## config.mk

```make
export PLATFORM = sky130hd
export DESIGN_NAME = updown_counter_mod
export DESIGN_NICKNAME = d
export VERILOG_FILES = /design/src/rtl/updown_counter_mod.sv
export SDC_FILE = /design/constraint.sdc
export NUM_CORES = 1
export LEC_CHECK = 0
export ABC_AREA = 1
export ABC_CLOCK_PERIOD_IN_PS = 1500
export CAP_MARGIN = 15
export CORE_AREA = 2 2 50 52
export CTS_CLUSTER_DIAMETER = 30
export DETAILED_ROUTE_END_ITERATION = 10
export DIE_AREA = 0 0 52 54
export GPL_TIMING_DRIVEN = 0
export PLACE_DENSITY = 0.75
export SLEW_MARGIN = 20
export SYNTH_ARGS = -nofsm -noshare
export SYNTH_HDL_FRONTEND = slang
export SYNTH_SLANG_ARGS = --single-unit
```

## constraint.sdc

```tcl
create_clock -name CLK -period 1.5 [get_ports CLK]
set_input_delay 0.3 -clock CLK [delete_from_list [all_inputs] [get_ports CLK]]
set_output_delay 0.3 -clock CLK [all_outputs]
set_load 0.005 [all_outputs]
```

## src/rtl/updown_counter_mod.sv

```systemverilog
// Parametrised up/down modulo counter with wrap/saturate limits, overflow/underflow pulses and a sticky flag.
// Optional tick prescaler is built when CNT_PRESCALE_EN is defined (adds the PRESCALE input).
module updown_counter_mod #(
    parameter int unsigned      WIDTH     = 8,
    parameter logic [WIDTH-1:0] MAX_VAL   = {WIDTH{1'b1}},
    parameter logic [WIDTH-1:0] RESET_VAL = '0
) (
    input  logic             CLK,
    input  logic             RST,
    input  logic             CLEAR,
    input  logic             LOAD,
    input  logic             ENABLE,
    input  logic             DOWN,
    input  logic             SATURATE,
    input  logic             STATUS_CLR,
`ifdef CNT_PRESCALE_EN
    input  logic [7:0]       PRESCALE,
`endif
    input  logic [WIDTH-1:0] D,
    output logic [WIDTH-1:0] Q,
    output logic             TC,
    output logic             OVERFLOW,
    output logic             UNDERFLOW,
    output logic             STICKY
);

    logic [WIDTH-1:0] q_reg, q_next;
    logic             ovf_reg, ovf_next;
    logic             unf_reg, unf_next;
    logic             sticky_reg, sticky_next;
    logic             tick;

`ifdef CNT_PRESCALE_EN
    logic [7:0] div_reg, div_next;

    // Divider advances only while enabled; reaching PRESCALE produces one tick and restarts.
    assign tick = ENABLE && (div_reg == PRESCALE);

    always_comb begin
        div_next = div_reg;
        if (CLEAR || LOAD) begin
            div_next = '0;
        end else if (ENABLE) begin
            div_next = tick ? 8'd0 : div_reg + 8'd1;
        end
    end

    always_ff @(posedge CLK) begin
        if (RST) begin
            div_reg <= '0;
        end else begin
            div_reg <= div_next;
        end
    end
`else
    assign tick = ENABLE;
`endif

    always_comb begin
        q_next      = q_reg;
        ovf_next    = 1'b0;
        unf_next    = 1'b0;
        sticky_next = sticky_reg;
        if (CLEAR) begin
            q_next      = RESET_VAL;
            sticky_next = 1'b0;
        end else begin
            if (LOAD) begin
                q_next = (D > MAX_VAL) ? MAX_VAL : D;
            end else if (tick) begin
                if (!DOWN) begin
                    if (q_reg == MAX_VAL) begin
                        ovf_next = 1'b1;
                        if (!SATURATE) q_next = '0;
                    end else begin
                        q_next = q_reg + WIDTH'(1);
                    end
                end else begin
                    if (q_reg == '0) begin
                        unf_next = 1'b1;
                        if (!SATURATE) q_next = MAX_VAL;
                    end else begin
                        q_next = q_reg - WIDTH'(1);
                    end
                end
            end
            // A new event outranks a simultaneous status clear.
            if (ovf_next || unf_next) begin
                sticky_next = 1'b1;
            end else if (STATUS_CLR) begin
                sticky_next = 1'b0;
            end
        end
    end

    always_ff @(posedge CLK) begin
        if (RST) begin
            q_reg      <= RESET_VAL;
            ovf_reg    <= 1'b0;
            unf_reg    <= 1'b0;
            sticky_reg <= 1'b0;
        end else begin
            q_reg      <= q_next;
            ovf_reg    <= ovf_next;
            unf_reg    <= unf_next;
            sticky_reg <= sticky_next;
        end
    end

    assign Q         = q_reg;
    assign OVERFLOW  = ovf_reg;
    assign UNDERFLOW = unf_reg;
    assign STICKY    = sticky_reg;
    assign TC        = DOWN ? (q_reg == '0) : (q_reg == MAX_VAL);

endmodule
```

Yosys cells after proc, flatten, opt, wreduce, memory -nomap -nowiden
Cells that the tools add are included.
Widths: inputs -> output; s select.
{ "totals": {"register_bits": 11, "in_bits": 16, "out_inout_bits": 12, "elab_cells": 37} }
{ "classes": {"add_sub_neg": 2, "magnitude_cmp": 1, "eq_ne": 3, "mux": 21, "n_reduce_logical": 6} }
{ "op_table": {"columns": ["op", "n"], "rows": [
  ["$mux 8", 8],
  ["$mux 1", 13],
  ["$add 8x1->8 const B", 1],
  ["$eq 8x8->1 const B", 1],
  ["$gt 8x8->1 const B", 1],
  ["$logic_not 8->1", 1],
  ["$ne 4x4->1 const B", 2],
  ["$sub 8x1->8 const B", 1],
  ["$reduce_bool 2->1", 2],
  ["$reduce_and 3->1", 1],
  ["$reduce_or 2->1", 1],
  ["$logic_or 1x1->1", 1]
]} }

Logic depth before layout (Yosys ltp)
{ "depth": {"ltp_word": 8, "ltp_mapped": 10} }

Worst setup path after synthesis
No wires, ideal clock.
{ "synth_path": {"kind": "reg2reg", "from": "register q_reg[0], in the netlist Q[0]", "to": "register sticky_reg, in the netlist STICKY", "setup_ps": 127, "t_arrival_ps": 1268, "t_required_ps": 1373, "setup_slack_ps": 105, "stages_incl_launch_ff": 7, "n_path_buf": 0, "period_less_slack_ps": 1395, "path_cell_list": "dfxtp_1 inv_1 ha_1 nand3_1 nand3b_2 nor2_1 or3_1"} }
{ "synth_via": {"elab_chain_cells": 8} }
{ "synth_lines": {"columns": ["element", "line", "text"], "rows": [
  ["start, declared", "27", "logic [WIDTH-1:0] q_reg, q_next;"],
  ["start signal, assigned", "103", "q_reg <= q_next;"],
  ["$eq 8x8->1 / $logic_not 8->1 (equally long branches)", "72, 79", null],
  ["$mux 1, on equally long branches", "72, 79", null],
  ["$mux 1", "71", "if (!DOWN) begin"],
  ["$mux 1", "70", "end else if (tick) begin"],
  ["$mux 1", "68", "if (LOAD) begin"],
  ["$mux 1", "64", "if (CLEAR) begin"],
  ["$logic_or 1x1->1 (*)", "88", "if (ovf_next || unf_next) begin"],
  ["$mux 1 / $reduce_bool 2->1 (equally long branches)", null, null],
  ["end signal, assigned", "106", "sticky_reg <= sticky_next;"],
  ["end, declared", "30", "logic sticky_reg, sticky_next;"]
]} }
Every way passes the cells marked *; elsewhere a longest branch is shown, timed or not. The select of a mux whose other input is x is not followed.
A chain may end at the register's enable or synchronous reset.

Final worst setup path
{ "layout_path": {"from": "register q_reg[1], in the netlist Q[1]", "to": "output port TC"} }
{ "layout_via": {"elab_chain_cells": 2} }
{ "layout_lines": {"columns": ["element", "line", "text"], "rows": [
  ["$eq 8x8->1 / $logic_not 8->1 (equally long branches)", "114", "assign TC = DOWN ? (q_reg == '0) : (q_reg == MAX_VAL);"],
  ["$mux 1 (*)", "114", null],
  ["end, declared", "21", "output logic TC,"]
]} }
Every way passes the cells marked *; elsewhere a longest branch is shown, timed or not.

==> results.md <==
* Buffers plus inverters on the worst setup path at 1
* Worst setup EP type: output pin
* Area grow syn2layout at 64.4%
* Synthesized area per cell at 5.78 µm²
* Top post-synthesis cells by count: nand2_1, nor2_1, inv_1
* CTS clk-pin slew, worst paths at 0.08 ns
* CTS Buffer Depth at 2
* Cts hold-fix bufs at 0
* Dominant combinational cell family by area after synthesis: simple AND/OR/NAND/NOR gates
* Iter 0 DRT Violations at 71
* First-pass GRT wire length at 5490 µm
* Nets at 247
* Violated checks: setup timing
* H-tree depth at 1
* Crit Path Max Fanout at 6
* Max_cap viols at 0
* Synthesized area at 0.00101 mm²
* Total congestion overflow at 0
* Crit path largest cell delay at 0.41 ns
* Final period util at 108%
* Final core occ at 71.3%
* Via count at 1,371
* Die H at 54 µm
* Vias in the first global route at 1,265
* Status: finished with violations
* Post-Synth XOR/XNOR Area at 3.48%
* Post-synth EDFFs at 0
* Ys async rst share at 0%
* Largest net degree at the start of global routing at 11
* Final hold violation count at 0
* Routed WL at 3760 µm
* Worst-path cell chain: ha_4, nand2_4, nor2_4, nand3_2, nand2_2, buf_2
* Max Transition Viols Final at 0
* Minimum clock period at 1.62 ns
* Remaining antenna violation count at 0
* Main flop type after synthesis: dfxtp_1
* Total CTS buffers at 3
* Vias/cell at 5.33
* Clk sinks at 11
* CP delay by family, top: flip-flops
* Clk Tree Root Cell: clkbuf_4
* Layout cell share with drive strength beyond 1 at 30.4%
* RSZ-0062 raised after global routing: true
* Die Footprint at 0.00281 mm²
* Setup Crit Path Kind: reg2out
* I/O pins at 28
* Most common cell in the synthesized netlist: nand2_1
* Top-area cell type share of the netlist area at 21.9%
* Seq/Total Area, Yosys at 21.9%
* PortBufs at 26
* Cells after Synth at 174
* Finished Layout Cells at 257
* Synth Warn # at 0
* Hold WS at 0.408 ns
* Design Power at 1.01 mW
* Netlist cell types at 25
* DP Cell Count at 230
* Synth area leaders: dfxtp_1, nand2_1, nor2_1
* Worst hold path type: in2reg
* Synth Net Count at 193
* Pleak at 0.822 nW
* Cell taking the most area after synthesis: dfxtp_1
* Initial DRT Pass Iterations at 4
* Post-synthesis compound-gate area fraction at 7.96%
* Worst slew margin at 68.2%
* Finish-stage setup viols at 8
* Post-route DRC at 0
* Worst EP required at 1.20 ns
* Horiz. Die Dim at 52 µm
* WL per Instance at 14.6 µm
* Placer Congestion at 0.907
* Power Dens Cells at 610 mW/mm²
* All-Layer GR Usage at 26.9%
* Setup TNS at -0.313 ns
* Site Rows at 18
* Worst-skew pair later-pin latency at 0.30 ns
* Peak supply drop at 0.595 mV
* Worst Setup Start Kind: flip-flop
* Post-Synth Simple-Gate Area at 51.0%
* Worst-margin pin slew at 0.475 ns
* Crit path DAT at 1.32 ns
* Core area at 0.00232 mm²
* Initial antenna violation count at 0
* Multiplexer share of the synthesized area at 0%
* Critical-path top delay cell: dfxtp_4
* Inserted Diodes at 0
* Post-route setup slack at -0.121 ns
* Clock Skew at 0.00431 ns
* Synth Area in Adders at 3.73%
* Initial Util at 43.4%
* Seq cells post-synth at 11
* Maximum clock rate at 617 MHz
* CTS tree: done
* DPL Wire Length at 2190 µm
[per-layer routing]
layer	routed length, µm	global-route usage [%]
met1	1420	31.6
met2	1890	48.9
met3	304	1.94
met4	145	13.6
met5	0	0
[report_power, final]
group	switching (mW)	leakage, nW	internal [mW]
Clock	0.129	0.0150	0.104
Combinational	0.232	0.713	0.219
Sequential	0.0214	0.0942	0.304
Total	0.383	0.822	0.626
[cell type report]
cell class	count	area, µm²
fillers	183	666
clock buffers	4	26.3
plain buffers	6	61.3
inverters	20	80.1
well taps	30	37.5
flip-flops and latches	11	241
repair buffers	49	450
multi-input cells	137	757
[sequential cells by signal (all words and copies together) (netlist names)]
register,cells
Q,8
STICKY,1
OVERFLOW,1
UNDERFLOW,1
[metrics by stage]
stage / worst slack [ns] / cell area [µm²]
after floorplan: 0.105 / 1010
after global placement: -0.666 / 1300
after detailed placement: -0.668 / 1300
after CTS: -0.102 / 1520
after global routing: -0.165 / 1650
final: -0.121 / 1650
[tightest hold or removal path, cell delays in order]
cell	delay, ns
buf_2	0.15
nand2_1	0.07
nand2_1	0.05
nand2_1	0.05
a21oi_1	0.05
[cell families (layout without fill, tap and decap cells)]
group | Yosys count | after routing
simple gates | 115 | 115
buf+inv | 26 | 79
compound gates | 15 | 15
flops | 11 | 11
xor+xnor | 4 | 4
fa+ha+maj | 3 | 3
[worst paths after layout]
check / from / endpoint / slack, ns / depth (start not counted)
max reg2reg: Q[1] / Q[1] / -0.05 / 9
max: Q[1] / TC / -0.12 / 6
min: LOAD / Q[0] / 0.41 / 5
min reg2reg: Q[7] / Q[7] / 0.63 / 4
[repair_timing]
item,CTS,global route
setup endpoints to repair,15,12
gates resized for setup,40,14
buffers inserted,12,10
cloned,0,1
pin swaps,8,11
[cell usage in the layout (no fill, tap or decap), types with 2 or more instances in the layout]
master and instances:
nand2_1 49, nor2_1 28, clkdlybuf4s50_1 21, buf_4 20, nand3_1 13, inv_1 12
buf_6 7, nor2_4 6, inv_2 6, a21oi_1 6, dfxtp_4 5, nand4_1 5
o21ai_0 5, dfxtp_1 4, nand3_2 3, nand2_2 3, clkbuf_4 3, dfxtp_2 2
inv_4 2, buf_2 2, xor2_1 2, a21oi_2 2, nor3_1 2, xnor2_1 2
ha_4 2, dlymetal6s2s_1 2, dlygate4sd2_1 2
No activity file was read; power rests on OpenSTA's default activity.
